**config.mk**
```make
export PLATFORM = sky130hd
export DESIGN_NAME = pipe_ripple_adder_flat
export DESIGN_NICKNAME = d
export VERILOG_FILES = /design/src/rtl/pipe_ripple_adder_if.sv /design/src/rtl/pipe_ripple_adder.sv /design/src/flat_wrapper.sv
export SDC_FILE = /design/constraint.sdc
export NUM_CORES = 1
export LEC_CHECK = 0
export ABC_AREA = 1
export CAP_MARGIN = 20
export CORE_MARGIN = 3
export CORE_UTILIZATION = 50
export DETAILED_ROUTE_END_ITERATION = 12
export GPL_TIMING_DRIVEN = 1
export PLACE_DENSITY = 0.8
export SLEW_MARGIN = 30
export SYNTH_ARGS = -nofsm -noshare
export SYNTH_HDL_FRONTEND = slang
export SYNTH_SLANG_ARGS = --single-unit
```
**constraint.sdc**
```tcl
create_clock -name clk -period 1.8 [get_ports clk]
set_input_delay 0.27 -clock clk [delete_from_list [all_inputs] [get_ports clk]]
set_output_delay 0.27 -clock clk [all_outputs]
set_load 0.05 [all_outputs]
```
**src/rtl/pipe_ripple_adder_if.sv**
```systemverilog
// Valid/ready handshake bundle for pipe_ripple_adder: operand side plus result side.
// master = producer/consumer environment, slave = the adder.
interface pipe_ripple_adder_if #(
   parameter int WIDTH = 16
);
   logic             in_valid;
   logic             in_ready;
   logic [WIDTH-1:0] in_a;
   logic [WIDTH-1:0] in_b;
   logic             in_cin;
   logic             out_valid;
   logic             out_ready;
   logic [WIDTH-1:0] out_sum;
   logic             out_cout;

   modport master (
      output in_valid, in_a, in_b, in_cin, out_ready,
      input  in_ready, out_valid, out_sum, out_cout
   );

   modport slave (
      input  in_valid, in_a, in_b, in_cin, out_ready,
      output in_ready, out_valid, out_sum, out_cout
   );
endinterface

```
**src/rtl/pipe_ripple_adder.sv**
```systemverilog
// Pipelined ripple adder: WIDTH bits split into STAGES segments, one segment per stage, valid/ready flow.
// Optional unsigned saturation on the final carry: define PIPE_RIPPLE_ADDER_SAT_EN.
module pipe_ripple_adder #(
   parameter int WIDTH  = 16,
   parameter int STAGES = 4
) (
   input  logic                 clk,
   input  logic                 rst_n,
   pipe_ripple_adder_if.slave   bus
);
   if (STAGES < 1 || (WIDTH % STAGES) != 0) begin : g_param_check
      $error("pipe_ripple_adder: WIDTH must be a positive multiple of STAGES");
   end

   localparam int SEG = WIDTH / STAGES;

   // Operands travel with the partial sum so every segment meets its own bits one stage later.
   typedef struct packed {
      logic             valid;
      logic [WIDTH-1:0] a;
      logic [WIDTH-1:0] b;
      logic [WIDTH-1:0] sum;
      logic             carry;
   } stage_t;

   stage_t stage_q [STAGES];
   stage_t stage_d [STAGES];
   stage_t src     [STAGES];
   logic   advance;

   function automatic stage_t stage_step(input int s, input stage_t in_slot);
      stage_t       nxt;
      logic [SEG:0] seg;
      seg = {1'b0, in_slot.a[s*SEG +: SEG]} + {1'b0, in_slot.b[s*SEG +: SEG]}
          + {{SEG{1'b0}}, in_slot.carry};
      nxt       = in_slot;
      nxt.carry = seg[SEG];
`ifdef PIPE_RIPPLE_ADDER_SAT_EN
      if (s == STAGES - 1 && seg[SEG]) nxt.sum = '1;
      else                             nxt.sum[s*SEG +: SEG] = seg[SEG-1:0];
`else
      nxt.sum[s*SEG +: SEG] = seg[SEG-1:0];
`endif
      return nxt;
   endfunction

   // The whole pipe moves as one: either every stage shifts or every stage holds.
   assign advance = !stage_q[STAGES-1].valid || bus.out_ready;

   always_comb begin
      src[0] = '{valid: bus.in_valid, a: bus.in_a, b: bus.in_b, sum: '0, carry: bus.in_cin};
      for (int s = 1; s < STAGES; s++) src[s] = stage_q[s-1];

      for (int s = 0; s < STAGES; s++) begin
         // NOTE: default to hold first so no path through this block leaves stage_d unassigned (no latch).
         stage_d[s] = stage_q[s];
         if (advance) begin
            if (src[s].valid) stage_d[s]       = stage_step(s, src[s]);
            else              stage_d[s].valid = 1'b0;
         end
      end
   end

   always_ff @(posedge clk or negedge rst_n) begin
      if (!rst_n) begin
         // NOTE: datapath registers are reset too, not only valid bits, so out_sum reads 0 out of reset.
         for (int s = 0; s < STAGES; s++) stage_q[s] <= '0;
      end else begin
         // NOTE: non-blocking so every stage samples its neighbour's pre-edge value.
         for (int s = 0; s < STAGES; s++) stage_q[s] <= stage_d[s];
      end
   end

   assign bus.in_ready  = advance;
   assign bus.out_valid = stage_q[STAGES-1].valid;
   assign bus.out_sum   = stage_q[STAGES-1].sum;
   assign bus.out_cout  = stage_q[STAGES-1].carry;
endmodule

```
**src/flat_wrapper.sv**
```systemverilog
// flat-port wrapper written by rule: the top's interface ports become plain ports
module pipe_ripple_adder_flat 
#(
   parameter int WIDTH  = 16,
   parameter int STAGES = 4
)
  (clk, rst_n, bus_in_valid, bus_in_a, bus_in_b, bus_in_cin, bus_out_ready, bus_in_ready, bus_out_valid, bus_out_sum, bus_out_cout);
  pipe_ripple_adder_if #(.WIDTH(WIDTH)) bus_i ();
  input  logic clk;
  input  logic rst_n;
  input wire logic [$bits(bus_i.in_valid)-1:0] bus_in_valid;
  input wire logic [$bits(bus_i.in_a)-1:0] bus_in_a;
  input wire logic [$bits(bus_i.in_b)-1:0] bus_in_b;
  input wire logic [$bits(bus_i.in_cin)-1:0] bus_in_cin;
  input wire logic [$bits(bus_i.out_ready)-1:0] bus_out_ready;
  output wire logic [$bits(bus_i.in_ready)-1:0] bus_in_ready;
  output wire logic [$bits(bus_i.out_valid)-1:0] bus_out_valid;
  output wire logic [$bits(bus_i.out_sum)-1:0] bus_out_sum;
  output wire logic [$bits(bus_i.out_cout)-1:0] bus_out_cout;
  assign bus_i.in_valid = bus_in_valid;
  assign bus_i.in_a = bus_in_a;
  assign bus_i.in_b = bus_in_b;
  assign bus_i.in_cin = bus_in_cin;
  assign bus_i.out_ready = bus_out_ready;
  assign bus_in_ready = bus_i.in_ready;
  assign bus_out_valid = bus_i.out_valid;
  assign bus_out_sum = bus_i.out_sum;
  assign bus_out_cout = bus_i.out_cout;
  pipe_ripple_adder #(.WIDTH(WIDTH), .STAGES(STAGES)) u_core (.clk(clk), .rst_n(rst_n), .bus(bus_i));
endmodule
```
Word-level counts from Yosys, hierarchy flattened:

Cells that the tools add are included.

* word-level logic and storage cells: 36
* bits of input ports: 37
* register bits: 144
* output and inout bits: 19

* reduce and logical (&&, ||, !) cells: 6
* add/sub/neg operators: 8
* multiplexer cells: 4

Operators with widths (number)
* 4-bit by 4-bit adder with 5-bit output: 4
* 5-bit by 1-bit adder with 5-bit output: 4
* 2-bit AND reduction: 4
* 1-bit two-way mux: 4
* 1-bit zero test: 1
* 1-bit logical OR: 1

Logic depth before layout (Yosys ltp):

Gate-level depths: netlist (run 1).

* depth after elaboration: 3
* mapped depth: 8
* depth with buffers taken out: 8

Least setup slack after synthesis (run 1):

OpenSTA, ideal clock, no wires.

* kind: reg-to-reg
* start point: register, netlist name u_core.src[50]
* end point: register, netlist name u_core.src[11]
* setup slack: 0.176 ns
* cell stages (with the launch flop): 6
* library setup time: 0.126 ns
* clock period less this slack: 1.624 ns
* buffers on the path: 0
* required time: 1.674 ns
* arrival time: 1.498 ns
* path through: dfrtp_1 -> fa_1 -> fa_1 -> xor2_1 -> nand2_1 -> o21ai_0

* longest elaborated chain between the ends: 1

Ends and longest elaborated chain
* 5-bit by 1-bit adder with 5-bit output: RTL line pipe_ripple_adder.sv:35 `+ {{SEG{1'b0}}, in_slot.carry};`

Every way passes these cells.
A chain may end at the register's enable or synchronous reset.

Worst setup path after layout (run 1):

* start point: input bus_out_ready
* end point: output bus_in_ready

* longest elaborated chain between the ends: 1

Ends and longest elaborated chain
* from (decl): RTL line flat_wrapper.sv:15 `input wire logic [$bits(bus_i.out_ready)-1:0] bus_out_ready;`
* 1-bit logical OR: RTL line pipe_ripple_adder.sv:48 `assign advance = !stage_q[STAGES-1].valid || bus.out_ready;`
* to (decl): RTL line flat_wrapper.sv:16 `output wire logic [$bits(bus_i.in_ready)-1:0] bus_in_ready;`

Every way passes these cells.

==> results.cfg, run 1 <==
[run_status]
status = completed

[routing]
drcViolationCount = 0
route.detailed.wl_per_inst_um = 12.8
vias_per_cell = 4.90
wirelength_mm = 8.24
drtAntennaViolNets = 0
firstDrtPassIters = 5
vias = 3153
drt_iter0_markers = 129

[sta]
rsz0062_at_grt = false
worst_pin_slew_ns = 0.527
fin_crit_ns = 1.69
period_share = 0.941
setup_viol = 0
final-max-slew-violation-count = 0
slew_headroom = 0.649
hold_violations = 0
finalClockSkew_ns = 0.00970
fmax_ghz = 0.590
fin_ws_ns = 0.106
setup_tns_ns = 0

[global_route]
grt_antenna_before_repair = 0
use_met1 = 0.238
busiest_layer = met2
grt_use_met3 = 0.0481
grtUsageTotal = 0.182
grt_max_degree = 42
grt_pass1_wl_mm = 14.3
grt_pass1_vias = 3123
met2_usage = 0.300
grt-ovfl-total = 0

[clock_network]
cts_tree = built
cts-buffers-inserted = 9
cts_setup_buffers = 0
root_buffer = clkbuf_8
path_clk_slew_ns = 0.09
h-tree-depth = 3
ctsLongestPathBuffers = 2
insertion_delay_ns = 0.36
cts_sinks = 96

[setup_path]
regToRegSetupSlack_ns = 0.14
max_stage_delay_ns = 0.49
path_class = in2out
crit_fanout = 5
critPathSlowestCell = clkdlybuf4s50_1
cp_top_family = buffers and inverters
regToRegStartpoint = u_core.src[50]$_DFFE_PN0P_
cp.arrival_ns = 1.42
path_cells = clkdlybuf4s50_1 -> nor2_8 -> inv_1 -> buf_12
reg2reg_to = u_core.src[11]$_DFFE_PN0P_
crit_buf_inv = 3
required_ns = 1.53
rr_worst_depth = 5
cp-start-kind = input port
end_kind = primary output

[final_layout]
drive_gt1_frac = 0.104
n_antenna_cell = 0
area_delta_synth_final_pct = 21.9
final_area_um2 = 5230
final_cell_count_no_fill = 644
nNetsFinal = 591

[logic_synthesis]
async_reset_ff_frac = 1.00
synth_xor_area_frac = 0.00409
synth_compound_area_frac = 0.0721
ys.warnings.count = 0
synthCells = 474
synth_most_common_cell = nand2_1
yosys.area.top_type = dfrtp_1
synth-simple-area-share = 0.222
synth_fa_ha_area_frac = 0.0724
synth_ff_type = dfrtp_1
synth_seq_cells = 96
yosys-top-cells-count = nand2_1, dfrtp_1, inv_1, o21ai_0, nand3_1
yosysUniqueCellTypes = 20
synthTopCellsByArea = dfrtp_1, nand2_1, o21ai_0, inv_1, fa_1
muxShareOfSynthArea = 0
synth_edf_count = 0
mappedNetlistNets = 531
netlist.area_leader.share = 0.560
synth_top_family_by_area = simple AND/OR/NAND/NOR gates
synth.avg_cell_area_um2 = 9.04
netlist_area_um2 = 4290
yosysSeqAreaShare = 0.560

[floorplan]
core_area_um2 = 8260
dieWidth_um = 98.6
initial_core_util = 0.519
dieArea_um2 = 9720
pin_count = 56
num_rows = 33
die_height_um = 98.6

[power]
power_mw = 8.60
ir_drop_uv = 583
p_leak_nw = 2.74
p_per_area_nw_per_um2 = 1650

[placement]
dpl-instance-area_um2 = 4980
pre_cts_slack_ns = -0.121
dpl.hpwl_mm = 6.05
placed_cells = 627
numPortBuffers = 55
routabilityCongestion = 0.758

[run]
maxCapViolations = 0

[hold_path]
hold_path_class = in2async
state kept, by name (all words and copies together), names as in the netlist:
signal and count:
u_core.src 78, u_core.bus.out_valid 1, u_core.bus.out_sum 16, u_core.bus.out_cout 1
placed cells by master (no fill, tap or decap), drive strengths merged:
cell / count
clkinv: 3
dlymetal6s2s: 3
buf: 26
fa: 8
nor2: 9
dlygate4sd3: 1
inv: 52
xor2: 2
bufinv: 2
ha: 12
nand2: 199
nand3: 21
clkbuf: 11
clkdlybuf4s50: 35
dlygate4sd2: 1
a21oi: 8
o21ai: 50
dfrtp: 96
power breakdown:
group | total (mW) | internal [mW] | switching, mW
clock | 1.58 | 0.856 | 0.719
sequential | 3.44 | 2.99 | 0.445
combinational | 3.59 | 1.28 | 2.30
total | 8.60 | 5.13 | 3.47
logic make-up after synthesis:
family,count (synthesis)
simple gates,229
xor+xnor,2
compound gates,58
fa+ha+maj,20
flops,96
buf+inv,69
routing by layer:
layer / share of wire / routed length, um
met1: 0.43 / 3530
met2: 0.50 / 4090
met3: 0.064 / 526
met4: 0.011 / 93
met5: 0 / 0
what timing repair did:
item / 4_1_cts / 5_1_grt
endpoints found under the setup margin: 1 / 4
gates resized for setup: 1 / 4
endpoints found under the hold margin: 38 / 0
cloned: 0 / 0
hold buffers: 1 / 0
worst max path at each step:
stage,slack (ns),to,cells after the start,startpoint
6_report,0.11,bus_in_ready,4,bus_out_ready
5_1_grt,0.04,bus_in_ready,4,u_core.bus.out_valid$_DFFE_PN0N_
4_1_cts,0.003,bus_out_valid,1,u_core.bus.out_valid$_DFFE_PN0N_
3_5_place_dp,-0.12,u_core.src[102]$_DFFE_PN0P_,5,bus_in_cin
3_3_place_gp,-0.05,u_core.src[102]$_DFFE_PN0P_,5,bus_in_cin
2_1_floorplan,0.18,u_core.src[11]$_DFFE_PN0P_,5,u_core.src[50]$_DFFE_PN0P_
per-stage QoR:
stage | utilization | hold slack, ns
floorplan | - | -0.0256
global placement | 0.603 | 0.283
detailed placement | 0.603 | 0.286
CTS | 0.632 | 0.430
global route | 0.633 | 0.430
finish | 0.633 | 0.422
cell type report:
type,count,area [um^2]
Fill cell,687,3030
Sequential cell,96,2400
Multi-Input combinational cell,309,1590
Timing Repair Buffer,66,677
Inverter,52,195
Clock buffer,11,151
Tap cell,105,131
Clock inverter,5,78.8
(Power assumes the default switching activity.)
==> run 2, diff against run 1 <==
CORE_MARGIN = 2   (was 3)
==> run 2 against run 1 <==
- clock power down 13%
- non-clock buffer count unchanged
- final cell count unchanged
- sequential power about the same
- power down 2.7%
- via count up 1.4%
- die area down 4.0%
- critical endpoint is now u_core.src[11]$_DFFE_PN0P_
==> results.cfg, run 2 (synthesis gave the netlist of run 1 again) <==
[floorplan]
num_rows = 33
dieWidth_um = 96.6
pin_count = 56
core_area_um2 = 8260
dieArea_um2 = 9330
initial_core_util = 0.519
die_height_um = 96.6

[setup_path]
cp.arrival_ns = 1.95
cp_top_family = adder cells
path_class = reg2reg
crit_fanout = 3
critPathSlowestCell = fa_2
regToRegSetupSlack_ns = 0.09
rr_worst_depth = 5
reg2reg_to = u_core.src[11]$_DFFE_PN0P_
required_ns = 2.04
regToRegStartpoint = u_core.src[50]$_DFFE_PN0P_
crit_buf_inv = 0
max_stage_delay_ns = 0.43
cp-start-kind = flop
end_kind = flop
path_cells = fa_2 -> fa_1 -> xor2_1 -> nand2_1 -> o21ai_0

[sta]
fmax_ghz = 0.585
holdWs_ns = 0.403
slew_headroom = 0.667
period_share = 0.950
fin_ws_ns = 0.0908
rsz0062_at_grt = false
final-max-slew-violation-count = 0
finalClockSkew_ns = 0.00644
worst_pin_slew_ns = 0.498
fin_crit_ns = 1.71
hold_violations = 0
setup_viol = 0

[final_layout]
drive_gt1_frac = 0.0983
fin_util = 0.625
nNetsFinal = 591
mostFrequentLayoutCells = nand2_1, dfrtp_1, inv_1
area_delta_synth_final_pct = 20.5
n_antenna_cell = 0
final_area_um2 = 5160
mostFrequentLayoutCell = nand2_1
largest_register_ffs = 78

[routing]
firstDrtPassIters = 4
drcViolationCount = 0
drt_iter0_markers = 170
wirelength_mm = 8.22
route.detailed.wl_per_inst_um = 12.8
vias_per_cell = 4.96
vias = 3197
drtAntennaViolNets = 0

[clock_network]
ctsLongestPathBuffers = 2
root_buffer = clkbuf_8
cts-buffers-inserted = 9
h-tree-depth = 3
cts_sinks = 96
cts_setup_buffers = 0
path_clk_slew_ns = 0.09
insertion_delay_ns = 0.36
cts_tree = built

[placement]
pre_cts_slack_ns = -0.145
numPortBuffers = 55
routabilityCongestion = 0.801
dpl.hpwl_mm = 6.07
dpl-instance-area_um2 = 4970

[global_route]
grt_antenna_before_repair = 0
grtUsageTotal = 0.201
grt_pass1_wl_mm = 14.0
grt-ovfl-total = 0
grt_pass1_vias = 3104
grt_max_degree = 37

[run]
maxCapViolations = 0

[power]
comb_power_share = 0.425
p_seq_frac = 0.412
p_int_mw = 4.90
power.share.switching = 0.414
switchingPower_mw = 3.47
ir_drop_uv = 698
power.share.clock = 0.164
p_per_area_nw_per_um2 = 1620
p_leak_nw = 2.69

[run_status]
status = completed

[hold_path]
hold_path_class = in2async
run 2: changes by cell type in the layout (fill, tap and decap cells not counted), sizes merged:
cell          previous run  this run
clkinv                   3         2
inv                     52        53
bufinv                   2         1
buf                     26        25
dlygate4sd2              1         4
clkinvlp                 0         1
dlymetal6s2s             3         1
run 2: power groups by stage:
stage | Combinational, mW | Sequential, mW | Clock (mW)
global placement | 3.41 | 3.45 | 0
floorplan | 2.05 | 3.94 | 0
finish | 3.55 | 3.44 | 1.37
global route | 4.01 | 3.54 | 1.49
detailed placement | 3.59 | 3.49 | 0
CTS | 3.58 | 3.45 | 1.40
run 2: repair_timing:
| action | CTS | global route |
|---|---|---|
| hold endpoints to repair | 32 | 0 |
| hold buffers | 1 | 0 |
| gates resized for setup | 4 | 2 |
| setup endpoints to repair | 4 | 3 |
run 2: through the flow:
step                      std cells  setup TNS, ns  power (mW)
after floorplan                 474              0        5.99
final                           644              0        8.37
after CTS                       644              0        8.43
after global placement          627        -0.0800        6.86
after detailed placement        627         -0.463        7.08
after global routing            644              0        9.04
run 2: layout make-up:
type                       instances  area, um^2
sequential                        96        2400
clock inverter                     5        56.3
timing repair buffer              66         658
clock buffer                      11         131
inverter                          52         195
tap                              105         131
fill                             695        3090
multi-input combinational        309        1590
run 2: worst max-delay path by stage:
stage,from,endpoint,slack (ns),cells after the start
global route,u_core.src[50]$_DFFE_PN0P_,u_core.src[11]$_DFFE_PN0P_,0.03,5
detailed placement,bus_in_cin,u_core.src[102]$_DFFE_PN0P_,-0.14,5
global placement,bus_in_cin,u_core.src[102]$_DFFE_PN0P_,-0.08,5
finish,u_core.src[50]$_DFFE_PN0P_,u_core.src[11]$_DFFE_PN0P_,0.09,5
CTS,u_core.bus.out_sum[4]$_DFFE_PN0P_,bus_out_sum[4],0.001,1
floorplan,u_core.src[50]$_DFFE_PN0P_,u_core.src[11]$_DFFE_PN0P_,0.18,5
run 2: worst register-to-register path, delay by kind of cell (launching register included):
| kind | cells | cell delay (ns) |
|---|---|---|
| fa+ha+maj | 2 | 0.85 |
| flops | 1 | 0.42 |
| xor+xnor | 1 | 0.17 |
| simple gates | 1 | 0.08 |
| compound gates | 1 | 0.08 |
run 2: routing by layer:
layer  up-vias  global-route usage  share of wire
met5         -                   0              0
met4         0              0.0974          0.026
met3        18              0.0365          0.042
met2        71               0.330           0.49
met1      1525               0.259           0.44
li1       1583                   -              -
==> run 3, diff against run 2 <==
ABC_CLOCK_PERIOD_IN_PS = 1800   (was unset)
==> results of run 3 <==
Final layout, timing and power as in run 2 (identical DEF).
